===== src/rtl/moxie_ifetch_wb.sv =====
// Wishbone instruction-fetch master for the Moxie core: sequential word reads
// into a DEPTH-entry prefetch queue, with branch redirect/flush and halt on bus error.
module moxie_ifetch_wb #(
  parameter int unsigned           ADDR_WIDTH   = 32,
  parameter int unsigned           DATA_WIDTH   = 32,
  parameter int unsigned           DEPTH        = 4,
  parameter logic [ADDR_WIDTH-1:0] RESET_VECTOR = 32'h00001000
) (
  input  logic                    clk_i,
  input  logic                    rst_i,
  input  logic                    flush_i,
  input  logic [ADDR_WIDTH-1:0]   target_i,
  output logic [ADDR_WIDTH-1:0]   wb_adr_o,
  input  logic [DATA_WIDTH-1:0]   wb_dat_i,
  output logic [DATA_WIDTH/8-1:0] wb_sel_o,
  output logic                    wb_we_o,
  output logic                    wb_cyc_o,
  output logic                    wb_stb_o,
  input  logic                    wb_ack_i,
  input  logic                    wb_err_i,
  output logic                    valid_o,
  output logic [DATA_WIDTH-1:0]   data_o,
  output logic [ADDR_WIDTH-1:0]   addr_o,
  output logic                    err_o,
  input  logic                    ready_i,
  output logic [$clog2(DEPTH):0]  count_o
);
  localparam int unsigned           BYTES      = DATA_WIDTH / 8;
  localparam int unsigned           PW         = $clog2(DEPTH);
  localparam int unsigned           CW         = PW + 1;
  localparam logic [ADDR_WIDTH-1:0] ALIGN_MASK = ~ADDR_WIDTH'(BYTES - 1);
  localparam logic [ADDR_WIDTH-1:0] ADR_STEP   = ADDR_WIDTH'(BYTES);
  localparam logic [CW-1:0]         DEPTH_C    = CW'(DEPTH);

  typedef enum logic [1:0] {IDLE, BUS, HALT} state_e;

  state_e                state_q, state_d;
  logic [ADDR_WIDTH-1:0] adr_q, adr_d;
  logic                  cyc_q;
  logic [CW-1:0]         count_q, count_d;
  logic [PW-1:0]         rd_ptr_q, rd_ptr_d;
  logic [PW-1:0]         wr_ptr_q, wr_ptr_d;
  logic                  pop, push, push_err;
  logic                  room, room_after_push;

  logic [DATA_WIDTH-1:0] ent_data [DEPTH];
  logic [ADDR_WIDTH-1:0] ent_addr [DEPTH];
  logic                  ent_err  [DEPTH];

  assign pop             = (count_q != '0) && ready_i && !flush_i;
  assign room            = (count_q - CW'(pop)) < DEPTH_C;
  // A request is only kept on the bus when its termination is sure to find a free slot.
  assign room_after_push = (count_q + CW'(1) - CW'(pop)) < DEPTH_C;

  always_comb begin
    state_d  = state_q;
    adr_d    = adr_q;
    push     = 1'b0;
    push_err = 1'b0;
    case (state_q)
      IDLE: if (room) state_d = BUS;
      BUS: begin
        if (wb_err_i) begin
          push     = 1'b1;
          push_err = 1'b1;
          state_d  = HALT;
        end else if (wb_ack_i) begin
          push    = 1'b1;
          adr_d   = adr_q + ADR_STEP;
          state_d = room_after_push ? BUS : IDLE;
        end
      end
      HALT:    state_d = HALT;
      default: state_d = IDLE;
    endcase
    // A pending request without termination must be dropped for one cycle before redirecting.
    if (flush_i) begin
      push     = 1'b0;
      push_err = 1'b0;
      adr_d    = target_i & ALIGN_MASK;
      state_d  = (state_q == BUS && !wb_ack_i && !wb_err_i) ? IDLE : BUS;
    end
  end

  always_comb begin
    count_d  = count_q;
    rd_ptr_d = rd_ptr_q;
    wr_ptr_d = wr_ptr_q;
    if (flush_i) begin
      count_d  = '0;
      rd_ptr_d = '0;
      wr_ptr_d = '0;
    end else begin
      if (push) wr_ptr_d = wr_ptr_q + PW'(1);
      if (pop)  rd_ptr_d = rd_ptr_q + PW'(1);
      count_d = count_q + CW'(push) - CW'(pop);
    end
  end

  always_ff @(posedge clk_i or posedge rst_i) begin
    if (rst_i) begin
      state_q  <= IDLE;
      adr_q    <= RESET_VECTOR;
      cyc_q    <= 1'b0;
      count_q  <= '0;
      rd_ptr_q <= '0;
      wr_ptr_q <= '0;
    end else begin
      state_q  <= state_d;
      adr_q    <= adr_d;
      cyc_q    <= (state_d == BUS);
      count_q  <= count_d;
      rd_ptr_q <= rd_ptr_d;
      wr_ptr_q <= wr_ptr_d;
    end
  end

  for (genvar gi = 0; gi < DEPTH; gi++) begin : g_entry
    logic [DATA_WIDTH-1:0] data_q;
    logic [ADDR_WIDTH-1:0] addr_q;
    logic                  err_q;

    always_ff @(posedge clk_i or posedge rst_i) begin
      if (rst_i) begin
        data_q <= '0;
        addr_q <= '0;
        err_q  <= 1'b0;
      end else if (push && (wr_ptr_q == PW'(gi))) begin
        data_q <= wb_dat_i;
        addr_q <= adr_q;
        err_q  <= push_err;
      end
    end

    assign ent_data[gi] = data_q;
    assign ent_addr[gi] = addr_q;
    assign ent_err[gi]  = err_q;
  end

  assign wb_adr_o = adr_q;
  assign wb_cyc_o = cyc_q;
  assign wb_stb_o = cyc_q;
  assign wb_we_o  = 1'b0;
  assign wb_sel_o = '1;
  assign valid_o  = (count_q != '0);
  assign data_o   = ent_data[rd_ptr_q];
  assign addr_o   = ent_addr[rd_ptr_q];
  assign err_o    = ent_err[rd_ptr_q];
  assign count_o  = count_q;

endmodule


===== config.mk =====
export PLATFORM = sky130hd
export DESIGN_NAME = moxie_ifetch_wb
export DESIGN_NICKNAME = d
export VERILOG_FILES = /design/src/rtl/moxie_ifetch_wb.sv
export SDC_FILE = /design/constraint.sdc
export NUM_CORES = 1
export LEC_CHECK = 0
export ABC_AREA = 1
export BUFFER_PORTS_ARGS = -buffer_cell sky130_fd_sc_hd__buf_2
export CAP_MARGIN = 10
export CORE_UTILIZATION = 41
export CTS_CLUSTER_SIZE = 8
export DETAILED_ROUTE_END_ITERATION = 8
export PLACE_DENSITY_LB_ADDON = 0.2
export SLEW_MARGIN = 20
export SYNTH_ARGS = -nofsm -noshare
export SYNTH_HDL_FRONTEND = slang
export SYNTH_SLANG_ARGS = --single-unit

===== constraint.sdc =====
create_clock -name clk_i -period 22.2 [get_ports clk_i]
set_input_delay 4.44 -clock clk_i [delete_from_list [all_inputs] [get_ports clk_i]]
set_output_delay 4.44 -clock clk_i [all_outputs]
set_load 0.1 [all_outputs]

==> results of run 1 <==
[cell type report]
| type | instances | area [µm²] | area share (%) |
|---|---|---|---|
| well taps | 442 | 553 | 3.57 |
| repair buffers | 178 | 928 | 5.99 |
| flip-flops and latches | 292 | 7310 | 47.1 |
| clock buffers | 52 | 1090 | 7.02 |
| inverters | 90 | 347 | 2.23 |
| clock inverters | 3 | 33.8 | 0.218 |
| multi-input cells | 1146 | 5250 | 33.8 |
[cell usage after synthesis, types with 2 or more instances]
library cell / count
nand2_1: 393
o21ai_1: 38
o22ai_1: 63
a22oi_1: 10
o21ai_0: 354
inv_2: 3
nor2_1: 197
clkbuf_1: 76
ha_1: 6
dfrtp_1: 291
buf_6: 20
buf_4: 10
nand3_1: 41
nand4_1: 3
nor2_2: 2
o31ai_1: 2
a21oi_1: 9
inv_1: 86
conb_1: 2
buf_2: 6
nand2_4: 4
xor2_1: 10
[cells by family after synthesis]
kind of cell / Yosys count
other: 2
adders and majority gates: 7
DFF: 292
xor gates and xnor gates: 10
AOI/OAI and AO/OA: 478
and+or+nand+nor: 642
buffers and inverters: 202
[worst register-to-register path, cell delays in order (launching register included)]
cell,delay (ps)
dfrtp_4,760
clkinv_2,910
buf_4,650
a21oi_1,230
[power breakdown]
group / internal, mW / leakage [nW] / switching, mW
sequential: 0.718 / 3.78 / 0.107
combinational: 0.223 / 3.29 / 1.04
clock: 0.340 / 0.545 / 0.225
[metal layers]
| metal | global-route usage (%) | share of wire (%) |
|---|---|---|
| met1 | 29.7 | 48 |
| met2 | 34.6 | 45 |
| met3 | 3.42 | 5.3 |
| met4 | 6.10 | 2.0 |
| met5 | 0 | 0 |
[state kept, by name, summed over array words and instances, names as in the netlist]
register / flops
wb_adr_o: 30
wb_cyc_o: 1
wr_ptr_q: 2
g_entry.err_q: 4
g_entry.data_q: 128
state_q: 2
g_entry.addr_q: 120
rd_ptr_q: 2
count_o: 3
[metrics by stage]
step           hold WS (ps)  worst slack, ps  utilization, %
2_1_floorplan           448             9700               -
3_3_place_gp            461            14640            44.3
3_5_place_dp            468            14640            44.3
4_1_cts                 480            14080            47.8
5_1_grt                 495            13920            47.8
6_report                474            14150            47.8
[final timing paths]
check / cells past startpoint / to / slack (ps)
min in group asynchronous: 2 / g_entry[0].data_q[1] / 4100
setup / recovery: 5 / addr_o[16] / 14150
hold reg to reg: 2 / g_entry[2].data_q[15] / 470
setup reg to reg: 3 / rd_ptr_q[0] / 19580
hold / removal: 2 / g_entry[2].data_q[15] / 470
max in group asynchronous: 3 / g_entry[3].data_q[27] / 16810
==> impl_metrics.csv, run 1 <==
group,metric,value,unit
logic_synthesis,synth_top_family_by_area,"simple AND/OR/NAND/NOR gates",
logic_synthesis,synth_compound_area_share,18.6,%
placement,io_buffers,166,
min_path,min_from,"g_entry[2].data_q[15]",
floorplan,core_region_area,32500,µm²
logic_synthesis,synthSimpleGateAreaFrac,18.7,%
critical_path,startpoint_type,"flip-flop",
min_path,min_path_type,"reg -> reg",
global_route,grt_pass1_wl,57200,µm
critical_path,rr_startpoint,"rd_ptr_q[0]",
floorplan,die_w,183,µm
global_route,antenna_found_initial,0,
routing,routedWlPerCell,16.2,µm
final_layout,antenna_cells,0,
logic_synthesis,synth_cells,1633,
critical_path,slowest_stage,"clkinv_2",
final_layout,nFillCells,3225,
critical_path,arrival,3610,ps
final_layout,final_common_cell,"nand2_1",
power_and_ir_drop,peakVddDrop,0.124,mV
critical_path,cp_top_family,"buffers and inverters",
floorplan,start_util,41.5,%
critical_path,worstPathRequired,17760,ps
floorplan,rows,66,
logic_synthesis,synth_mux_area_share,0,%
sta,min_period_over_period,36.3,%
final_layout,drive_gt1_share,13.6,%
cts,clkSinkCount,292,
sta,hold_viol_final,0,
final_layout,fin_nets,1827,
logic_synthesis,synth_edf_count,0,
cts,cts_tree,"yes",
logic_synthesis,synth-xor-area-share,0.650,%
sta,finalClockSkew,20.5,ps
placement,dp.cells,2148,
routing,dr.pass1.iters,5,
routing,num_vias,11300,
power_and_ir_drop,leakagePower,7.62,nW
global_route,grt_util_all_layers,21.4,%
cts,postCtsHoldBufs,0,
sta,layout_min_cycle_time,8050,ps
status,status,"finished, final reports clean",
logic_synthesis,synthTopCellsByArea,"dfrtp_1, o21ai_0, nand2_1",
cts,numCtsBuffers,42,
logic_synthesis,synth_top_cell_area_share,54.0,%
critical_path,cp-end-kind,"primary output",
routing,ant_nets,0,
placement,dpl.hpwl,20900,µm
cts,post_cts_buffers,0,
cts,path_clk_slew,50,ps
sta,setup_tns,0,ps
routing,drc,0,
logic_synthesis,yosysWarnings,0,
sta,finalMaxSlewViolations,0,
final_layout,fin_area,15500,µm²
final_layout,fin_cells,2203,
logic_synthesis,syn_avg_cell_area,8.26,µm²
cts,insertion_delay,530,ps
floorplan,ios,178,
logic_synthesis,synth_fa_ha_area_share,0.705,%
sta,fmaxAchievable,124,MHz
logic_synthesis,synth_area,13500,µm²
sta,final-setup-viol-count,0,
logic_synthesis,async_flop_share,100,%
critical_path,critPathLaunch,"rd_ptr_q[0]",
routing,routed_wl,35600,µm
floorplan,die_h,183,µm
cts,cts_max_path_buffers,3,
final_layout,mostFrequentLayoutCells,"nand2_1, o21ai_0, dfrtp_1, nor2_1, buf_2",
logic_synthesis,yosysSeqAreaShare,54.2,%
critical_path,critPathMaxFanout,65,
global_route,grt_overflow,0,
global_route,grt_max_degree,136,
critical_path,crit_chain,"clkinv_2, buf_4, o21ai_0, o22ai_1, buf_2",
final_layout,areaGrowthSynthToFinish,15.0,%
cts,h-tree-depth,2,
logic_synthesis,yosysUniqueCellTypes,29,
sta,worst_slew_pin_slew,1100,ps
placement,place_congestion,0.854,
logic_synthesis,synth_top_flop_cell,"dfrtp_1",
routing,vias_per_cell,5.14,
floorplan,design.die.area,33600,µm²
logic_synthesis,synth_area_leader_cell,"dfrtp_1",
cts,cts-root-buf,"clkbuf_16",
power_and_ir_drop,power_density,171,nW/µm²
cts,post_cts_resized,0,
sta,rsz0062_at_grt,"no",
global_route,grt_pass1_vias,10700,
critical_path,crit_buf_inv,3,
placement,postPlaceCellArea,14400,µm²
routing,drtIter0Drc,821,
sta,slew_headroom,26.8,%
job,cap_violations,0,
power_and_ir_drop,total_power,2.66,mW
logic_synthesis,ys_ff_latch,292,
critical_path,worst_path_largest_cell_delay,730,ps
critical_path,crit_type,"reg -> out",
Power figures use the tool's default switching activity.
==> run 2, diff against run 1 <==
clock period = 8.1 ns   (was 22.2 ns; I/O delays follow)
==> run 2 against run 1 <==
Register-to-register slack worse by 14000 ps. Utilization hardly changed. Wire length is 0.63% lower. Clock-buffer cell count stayed put. Critical path depth stayed put. Flip-flop and latch count stayed put. Critical path type unchanged. Highest routed layer unchanged.
==> impl_metrics.csv, run 2 (synthesized netlist as in run 1, its figures left out) <==
group,metric,value,unit
status,status,"finished, final reports clean",
final_layout,final_common_cell,"nand2_1",
routing,routed_wl,35400,µm
critical_path,startpoint_type,"flip-flop",
critical_path,arrival,3570,ps
critical_path,cp-end-kind,"primary output",
critical_path,rr_startpoint,"state_q[0]",
global_route,antenna_found_initial,0,
global_route,grt_util_all_layers,21.3,%
routing,routedWlPerCell,16.1,µm
final_layout,fin_nets,1827,
sta,slew_headroom,27.5,%
sta,rsz0062_at_grt,"no",
cts,cts-root-buf,"clkbuf_16",
placement,place_congestion,0.892,
cts,post_cts_resized,0,
floorplan,start_util,41.5,%
min_path,min_from,"g_entry[2].addr_q[22]",
cts,cts_tree,"yes",
placement,postPlaceCellArea,14400,µm²
global_route,grt_pass1_vias,10900,
floorplan,ios,178,
critical_path,critPathMaxFanout,64,
floorplan,die_w,183,µm
sta,layout_min_cycle_time,5190,ps
critical_path,r2r_slack,5790,ps
sta,finalMaxSlewViolations,0,
sta,fmaxAchievable,193,MHz
routing,drc,0,
final_layout,mostFrequentLayoutCells,"nand2_1, o21ai_0, dfrtp_1, nor2_1, buf_2",
critical_path,worstPathRequired,6480,ps
cts,h-tree-depth,2,
cts,insertion_delay,530,ps
final_layout,drive_gt1_share,13.6,%
routing,num_vias,11300,
routing,dr.pass1.iters,5,
power_and_ir_drop,leakagePower,7.62,nW
routing,drtIter0Drc,790,
min_path,min_path_cells,2,
power_and_ir_drop,power_density,469,nW/µm²
floorplan,rows,66,
final_layout,nFillCells,3266,
sta,setup_tns,0,ps
cts,clkSinkCount,292,
global_route,grt_pass1_wl,57100,µm
min_path,min_path_type,"reg -> reg",
global_route,grt_max_degree,180,
sta,hold_viol_final,0,
floorplan,die_h,183,µm
min_path,min_to,"g_entry[2].addr_q[22]",
cts,numCtsBuffers,42,
cts,post_cts_buffers,0,
final_layout,areaGrowthSynthToFinish,15.1,%
floorplan,core_region_area,32500,µm²
floorplan,design.die.area,33600,µm²
sta,finalClockSkew,17.5,ps
cts,cts_max_path_buffers,3,
cts,path_clk_slew,50,ps
critical_path,r2r-end,"g_entry[0].data_q[27]",
sta,worst_slew_pin_slew,1090,ps
final_layout,fin_area,15500,µm²
final_layout,regMostFlops,"g_entry.data_q",
sta,final-setup-viol-count,0,
placement,io_buffers,166,
critical_path,crit_type,"reg -> out",
global_route,grt_overflow,0,
routing,vias_per_cell,5.12,
final_layout,antenna_cells,0,
power_and_ir_drop,peakVddDrop,0.300,mV
sta,min_period_over_period,64.1,%
final_layout,largest_reg_flops,128,
critical_path,ff2ff_path_depth,7,
placement,dpl.hpwl,21200,µm
cts,postCtsHoldBufs,0,
routing,ant_nets,0,
job,cap_violations,0,
critical_path,critPathLaunch,"rd_ptr_q[0]",
## run 2: changes by cell type in the layout (fill, tap and decap cells not counted)
cell        delta
buf_6          -2
inv_8          -1
inv_4          +1
clkinvlp_4     +1
buf_12         +1
buf_4          +1
## run 2: how the worst max path moves through the flow
stage | end | slack [ps] | cells after the start
after detailed placement | addr_o[16] | 3420 | 5
after CTS | addr_o[16] | 2850 | 5
after global routing | addr_o[19] | 2710 | 5
final | addr_o[16] | 2910 | 5
after global placement | addr_o[16] | 3430 | 5
after floorplan | count_o[0] | 2610 | 1
## run 2: layout make-up
class	count	area [µm²]	area share (%)
flip-flops and latches	292	7310	47.1
multi-input cells	1146	5250	33.8
clock buffers	52	1090	7.01
repair buffers	178	933	6.01
well taps	442	553	3.56
inverters	90	344	2.22
clock inverters	4	38.8	0.250
## run 2: layer usage
layer / global-route usage, % / wire length [µm] / vias up
met5: 0 / 0 / -
met4: 6.30 / 708 / 0
met3: 3.20 / 1740 / 54
met2: 34.4 / 16200 / 280
met1: 29.6 / 16800 / 5362
li1: - / - / 5595
## run 2: worst max-delay path, cell delays in order (launching register included)
cell and delay (ps):
dfrtp_4 720, inv_4 640, buf_4 690, o21ai_0 160
o22ai_1 300, buf_2 500
## run 2: where the power goes
group,internal (mW),switching (mW),total [mW]
clock,0.931,0.608,1.54
sequential,1.97,0.305,2.27
combinational,0.609,2.85,3.46
total,3.51,3.76,7.27
## run 2: through the flow
stage | utilization (%) | instances | total power [mW] | setup WS, ps | hold slack (ps)
2_1_floorplan | - | 1640 | 5.16 | 2610 | 448
3_3_place_gp | 44.3 | 2148 | 5.73 | 3430 | 461
3_5_place_dp | 44.3 | 2148 | 5.77 | 3420 | 467
4_1_cts | 47.8 | 2204 | 7.35 | 2850 | 480
5_1_grt | 47.8 | 2204 | 7.67 | 2710 | 495
6_report | 47.8 | 2204 | 7.27 | 2910 | 475
